### src/rtl/edgcol_dispatch.sv
// Edge-collision accelerator dispatcher: edge register file, start snapshot, launch/wait handshake.
// Define EDGCOL_DISPATCH_TIMEOUT_EN to abort a WAIT lasting TIMEOUT_CYCLES and flag it on timeout.
module edgcol_dispatch #(
    parameter int unsigned BUS_WIDTH      = 32,
    parameter int unsigned NUM_EDGE_REGS  = 6,
    parameter int unsigned RESULT_WIDTH   = 64,
    parameter int unsigned TIMEOUT_CYCLES = 255
) (
    input  logic                               clk,
    input  logic                               rstb,
    input  logic                               wr_ena,
    input  logic [$clog2(NUM_EDGE_REGS)-1:0]   wr_addr,
    input  logic [BUS_WIDTH-1:0]               wr_data,
    input  logic                               start,
    output logic                               busy,
    output logic                               done,
    output logic                               timeout,
    output logic [BUS_WIDTH-1:0]               result_lo,
    output logic [BUS_WIDTH-1:0]               result_hi,
    output logic                               acc_start,
    input  logic                               acc_done,
    input  logic [RESULT_WIDTH-1:0]            acc_return,
    output logic [NUM_EDGE_REGS*BUS_WIDTH-1:0] edge_bus
);

    localparam int unsigned AW = $clog2(NUM_EDGE_REGS);
    localparam logic [AW:0] NREGS = NUM_EDGE_REGS[AW:0];

    typedef enum logic [1:0] {StIdle, StLaunch, StWait, StComplete} state_e;

    state_e                             state_q, state_d;
    logic [NUM_EDGE_REGS*BUS_WIDTH-1:0] edge_q;
    logic [NUM_EDGE_REGS*BUS_WIDTH-1:0] snap_q;
    logic [RESULT_WIDTH-1:0]            result_q;
    logic                               capture;
    logic                               wait_expired;
    logic                               wr_ok;
    logic                               accept;

    assign busy      = (state_q == StLaunch) || (state_q == StWait);
    assign done      = (state_q == StComplete);
    assign acc_start = (state_q == StLaunch);
    assign accept    = (state_q == StIdle) && start;
    assign wr_ok     = wr_ena && !busy && ({1'b0, wr_addr} < NREGS);

    assign edge_bus  = snap_q;
    assign result_lo = result_q[BUS_WIDTH-1:0];
    assign result_hi = result_q[RESULT_WIDTH-1:BUS_WIDTH];

    always_ff @(posedge clk or negedge rstb) begin
        if (!rstb) begin
            state_q <= StIdle;
        end else begin
            state_q <= state_d;
        end
    end

    always_comb begin
        state_d = state_q;
        capture = 1'b0;
        unique case (state_q)
            StIdle: begin
                if (start) state_d = StLaunch;
            end
            StLaunch: begin
                // A return already present during launch is taken immediately.
                if (acc_done) begin
                    capture = 1'b1;
                    state_d = StComplete;
                end else begin
                    state_d = StWait;
                end
            end
            StWait: begin
                if (acc_done) begin
                    capture = 1'b1;
                    state_d = StComplete;
                end else if (wait_expired) begin
                    state_d = StComplete;
                end
            end
            StComplete: state_d = StIdle;
            default:    state_d = StIdle;
        endcase
    end

    // Snapshot takes the pre-write register contents when start and a write coincide.
    always_ff @(posedge clk or negedge rstb) begin
        if (!rstb) begin
            edge_q <= '0;
            snap_q <= '0;
        end else begin
            if (wr_ok) begin
                for (int i = 0; i < NUM_EDGE_REGS; i++) begin
                    if (wr_addr == AW'(i)) edge_q[i*BUS_WIDTH +: BUS_WIDTH] <= wr_data;
                end
            end
            if (accept) snap_q <= edge_q;
        end
    end

    always_ff @(posedge clk or negedge rstb) begin
        if (!rstb) begin
            result_q <= '0;
        end else if (capture) begin
            result_q <= acc_return;
        end
    end

`ifdef EDGCOL_DISPATCH_TIMEOUT_EN
    localparam logic [15:0] TIMEOUT_LAST = TIMEOUT_CYCLES[15:0] - 16'd1;

    logic [15:0] cnt_q;
    logic        timeout_q;

    // cnt_q counts completed WAIT cycles; the last allowed one expires the wait.
    assign wait_expired = (state_q == StWait) && (cnt_q == TIMEOUT_LAST);
    assign timeout      = timeout_q;

    always_ff @(posedge clk or negedge rstb) begin
        if (!rstb) begin
            cnt_q     <= '0;
            timeout_q <= 1'b0;
        end else begin
            cnt_q <= (state_q == StWait) ? cnt_q + 16'd1 : 16'd0;
            if (capture) begin
                timeout_q <= 1'b0;
            end else if (wait_expired && !acc_done) begin
                timeout_q <= 1'b1;
            end
        end
    end
`else
    logic unused_timeout_cycles;

    assign unused_timeout_cycles = ^TIMEOUT_CYCLES;
    assign wait_expired          = 1'b0;
    assign timeout               = 1'b0;
`endif

endmodule

### config.mk
export PLATFORM = sky130hd
export DESIGN_NAME = edgcol_dispatch
export DESIGN_NICKNAME = d
export VERILOG_FILES = /design/src/rtl/edgcol_dispatch.sv
export SDC_FILE = /design/constraint.sdc
export NUM_CORES = 1
export LEC_CHECK = 0
export ABC_AREA = 1
export BUFFER_PORTS_ARGS = -buffer_cell sky130_fd_sc_hd__buf_2
export CORE_MARGIN = 2
export CORE_UTILIZATION = 40
export DETAILED_ROUTE_END_ITERATION = 10
export PLACE_DENSITY = 0.69
export SLEW_MARGIN = 0
export SYNTH_ARGS = -nofsm -noshare
export SYNTH_HDL_FRONTEND = slang
export SYNTH_SLANG_ARGS = --single-unit
export TNS_END_PERCENT = 50
### constraint.sdc
create_clock -name clk -period 2.3 [get_ports clk]
set_input_delay 0.345 -clock clk [delete_from_list [all_inputs] [get_ports clk]]
set_output_delay 0.345 -clock clk [all_outputs]
set_load 0.03 [all_outputs]
; Yosys cells after proc, flatten, opt, wreduce, memory -nomap -nowiden
; Index checks and enable logic that the tools add are counted.
[classes]
n_div = 0
order_cmp = 1
addsub = 0
n_shift = 0
muxes = 6
mul = 0
bitwise = 0
n_eq_ne = 10
reduce_logical = 15
[op_table]
columns = cell, n
row1 = $reduce_and 2->1, 7
row2 = $pmux 2 s4, 1
row3 = $eq 3x2->1 const B, 2
row4 = $eq 3x3->1 const B, 2
row5 = $eq 2x2->1 const B, 2
row6 = $mux 2, 2
row7 = $ne 2x2->1 const B, 2
row8 = $eq 3x1->1 const B, 1
row9 = $logic_and 1x1->1, 3
row10 = $logic_not 3->1, 1
row11 = $lt 3x3->1 const B, 1
row12 = $mux 1, 3
row13 = $eq 2x1->1 const B, 1
row14 = $logic_not 2->1, 1
row15 = $reduce_or 2->1, 1
row16 = $logic_not 1->1, 1
row17 = $logic_or 1x1->1, 1
[totals]
latch_bits = 0
inputBits = 104
mem_count = 0
ram_bits = 0
ff_bits = 450
romBits = 0
word_cells = 41

; Depth between registers and ports, before layout
[logic_depth]
word_depth = 6
depth_mapped = 9
depth_no_buf = 7

; Worst setup path after synthesis
; No wires, ideal clock.
[synth_timing]
path_type = reg-to-reg
startpoint = register state_q[0]
endpoint = register edge_q[50]
n_path_buf = 2
setup_time_ns = 0.117
arrival_time_ns = 1.737
path_stages_with_launch = 9
path_slack_ns = 0.446
path_cell_list = dfrtp_1 -> inv_1 -> ha_1 -> nor2_1 -> buf_2 -> nand3_1 -> clkbuf_1 -> nand2_1 -> nand2_1
[synth_between]
elab_chain_len = 6
[synth_rtl]
columns = item, line_no
row1 = start: declaration, 31  ; state_e state_q, state_d;
row2 = start signal: assignment, 52  ; state_q <= StIdle;
row3 = start signal: assignment, 54  ; state_q <= state_d;
row4 = $eq 2x1->1 or $eq 2x2->1 (tied branches), 40  ; assign busy = (state_q == StLaunch) || (state_q == StWait);
row5 = $logic_or 1x1->1 *, 40
row6 = via busy, 15  ; output logic busy,
row7 = $logic_not 1->1 *, 44  ; assign wr_ok = wr_ena && !busy && ({1'b0, wr_addr} < NREGS);
row8 = $logic_and 1x1->1 * (2 in series), 44
row9 = $reduce_and 2->1 (no source line) *, n/a
row10 = end signal: indexed assignment, 95  ; if (wr_addr == AW'(i)) edge_q[i*BUS_WIDTH +: BUS_WIDTH] <= wr_data;
row11 = end: declaration, 32  ; logic [NUM_EDGE_REGS*BUS_WIDTH-1:0] edge_q;
; Mark *: on every way through the listed nets, which the timed path passes. The rest lies on a longest branch.
; A chain may end at the register's enable or synchronous reset.

; Worst setup path in the final report
[layout_timing]
startpoint = register state_q[0]
endpoint = output port busy
[layout_between]
elab_chain_len = 2
[layout_rtl]
columns = item, line_no
row1 = $eq 2x1->1 or $eq 2x2->1 (tied branches), 40
row2 = $logic_or 1x1->1 *, 40
row3 = end: declaration, 15
; Mark *: on every way between the ends. The rest lies on a longest branch, timed or not.

==> metrics.yaml <==
status: "complete, no violations"
synth.area.top_cells: "dfrtp_1 (64%), nand2_1 (20%), nand3_1 (11%)"
port-buffer-count: 362
ys_async_sr_fraction_pct: 100.0
drv_slew: 0
cp_max_fo: 17
clock-sinks: 450
worst_path_largest_cell_delay_ns: 0.46
grt_pass1_vias: 15370
period_share_pct: 95.79
path_depth: 3
cts_tree: "yes"
critPathLaunchType: "flip-flop"
synth.top_cell.area_share_pct: 63.53
synth_top_cell_by_area: "dfrtp_1"
startpoint: "state_q[0]"
vias_per_cell: 5.122
synth-edff-count: 0
worstSetupEndpoint: "busy"
rsz0062_at_grt: "false"
period_minus_slack_ns: 2.203
drive_gt1_share_pct: 20.91
ir_drop_v: 0.0009576
synthCells: 1983
path_cells: "inv_1, ha_4, buf_2"
top_layer: "met4"
maxSlewHeadroom_pct: 57.98
io_pins: 364
reg2reg_to: "edge_q[74]"
ctsHtreeMaxLevel: 2
finalWirelength_um: 53370
wl_met2_um: 24930
synth_seq_cells: 450
syn2layout_area_growth_pct: 26.86
wl_per_cell_um: 17.89
dieArea_um2: 46010
setup_viol: 0
worstReg2RegStart: "state_q[1]"
grt_max_degree: 109
cts-root-buf: "clkbuf_16"
fin_ws_ns: 0.09678
drv_cap: 0
dp_hpwl_um: 34060
ys_types: 16
crit_path_end_kind: "output pin"
nets: 2469
grt_overflow: 0
coreArea_um2: 43930
min-delay-start: "acc_return[7]"
grt_use_total_pct: 23.27
cts_resized: 0
synth.avg_cell_area_um2: 8.938
drtAntennaViolNets: 0
via_count: 15290
drc: 0
worstMarginPinSlew_ns: 0.6303
cp_data_arrival_time_ns: 1.86
synthesis.nets: 2092
path_class: "flip-flop to output pin"
netlist_area_um2: 17720
rows: 77
required_ns: 1.96
placed_area_um2: 20310
crit_buf_inv: 2
antenna_found_initial: 1
finalPower_mw: 35.78
worst_path_max_delay_cell: "ha_4"
leakage_nw: 12.57
synth_commonest_cells: "nand2_1 (939), dfrtp_1 (450), nand3_1 (393)"
drt_pre_antenna_iters: 5
gp_congestion: 0.7886
wirelength_met1_um: 22650
finalSetupTns_ns: 0
grt_pass1_wl_um: 85440
hold_viol: 0
drtIter0Drc: 1041
design_area_um2: 22490
finalClockSkew_ns: 0.009425
utilization_pct: 51.18
numCtsBuffers: 48
powerDensity_nw_per_um2: 1591
synthMostInstantiatedCell: "nand2_1"
yosysSeqAreaShare_pct: 63.53
r2r_cells: 8
die_x_um: 214.5
fill_cells: 4063
ys_warn_count: 0
dp_slack_ns: 0.2778
route.met3.wl_um: 3774
hold_class: "primary input to flip-flop"
cp_top_family: "adder cells"
synth_ff_type: "dfrtp_1"
max_freq_mhz: 453.9
cts.path.max_buffers: 3
rrSetupSlack_ns: 0.21
cts.clk_slew.worst_paths_ns: 0.06
clk_latency_ns: 0.58
initial_core_util_pct: 40.35
die_h_um: 214.5
## state kept, by name, summed over array words and instances, names as in the netlist
register  count
edge_bus    192
state_q       2
edge_q      192
result_q     64
## layout make-up
| class | instances | area (um2) | area share [%] |
|---|---|---|---|
| diodes | 1 | 2.502 | 0.01113 |
| clock buffers | 72 | 1423 | 6.327 |
| clock inverters | 9 | 147.6 | 0.6566 |
| inverters | 10 | 37.54 | 0.1669 |
| multi-input cells | 1378 | 5891 | 26.20 |
| flip-flops and latches | 450 | 11260 | 50.08 |
| well taps | 592 | 740.7 | 3.294 |
| repair buffers | 472 | 2983 | 13.27 |
## cell usage in the layout, fill, tap and decap left out, drive strengths merged, types with 5 or more instances in the layout
cell type	count
dlygate4sd3	60
nor2	6
inv	10
nand4	32
clkbuf	72
dfrtp	450
nand3	393
nand2	939
ha	5
buf	412
## where the power goes
part,internal (mW),leakage (nW),total [mW],switching [mW]
combinational,3.95,6.07,14.1,10.1
clock,4.68,0.769,7.77,3.09
sequential,11.7,5.73,13.9,2.23
total,20.3,12.6,35.8,15.5
## cell families after synthesis
kind of cell               Yosys count  share of synthesized area [%]
and+or+nand+nor                   1370                          32.27
DFF                                450                          63.53
buffers and inverters              155                          3.755
adders and majority gates            5                         0.3530
AOI/OAI and AO/OA                    2                        0.07058
other                                1                        0.02116
## what timing repair did
item	in CTS	in global routing
hold buffers	60	0
endpoints found under the hold margin	97	0
setup endpoints to repair	1	0
setup buffers	1	0
## layer usage
layer	GRT usage [%]	vias to the layer above
met5	0	-
met4	9.792	0
met3	4.567	125
met2	37.40	623
met1	30.97	7440
li1	-	7097
## metrics by stage
| stage | std cells | hold WS (ns) |
|---|---|---|
| global route | 2984 | 0.03757 |
| finish | 2984 | 0.02803 |
| CTS | 2983 | 0.003490 |
| floorplan | 1983 | 0.04941 |
| global placement | 2842 | 0.3064 |
| detailed placement | 2842 | 0.3099 |
## how the worst min path moves through the flow
stage | endpoint | slack [ns] | cells after the start
after CTS | result_q[30] | 0.003 | 3
final | result_q[7] | 0.03 | 3
after floorplan | edge_bus[0] | 0.05 | 0
after detailed placement | edge_bus[44] | 0.31 | 1
after global routing | result_q[30] | 0.04 | 3
after global placement | edge_bus[42] | 0.31 | 1
## worst min-delay path: stages
cell     delay (ns)
buf_2          0.09
nand3_1        0.07
nand2_1        0.06
No activity file was read; power rests on OpenSTA's default activity.
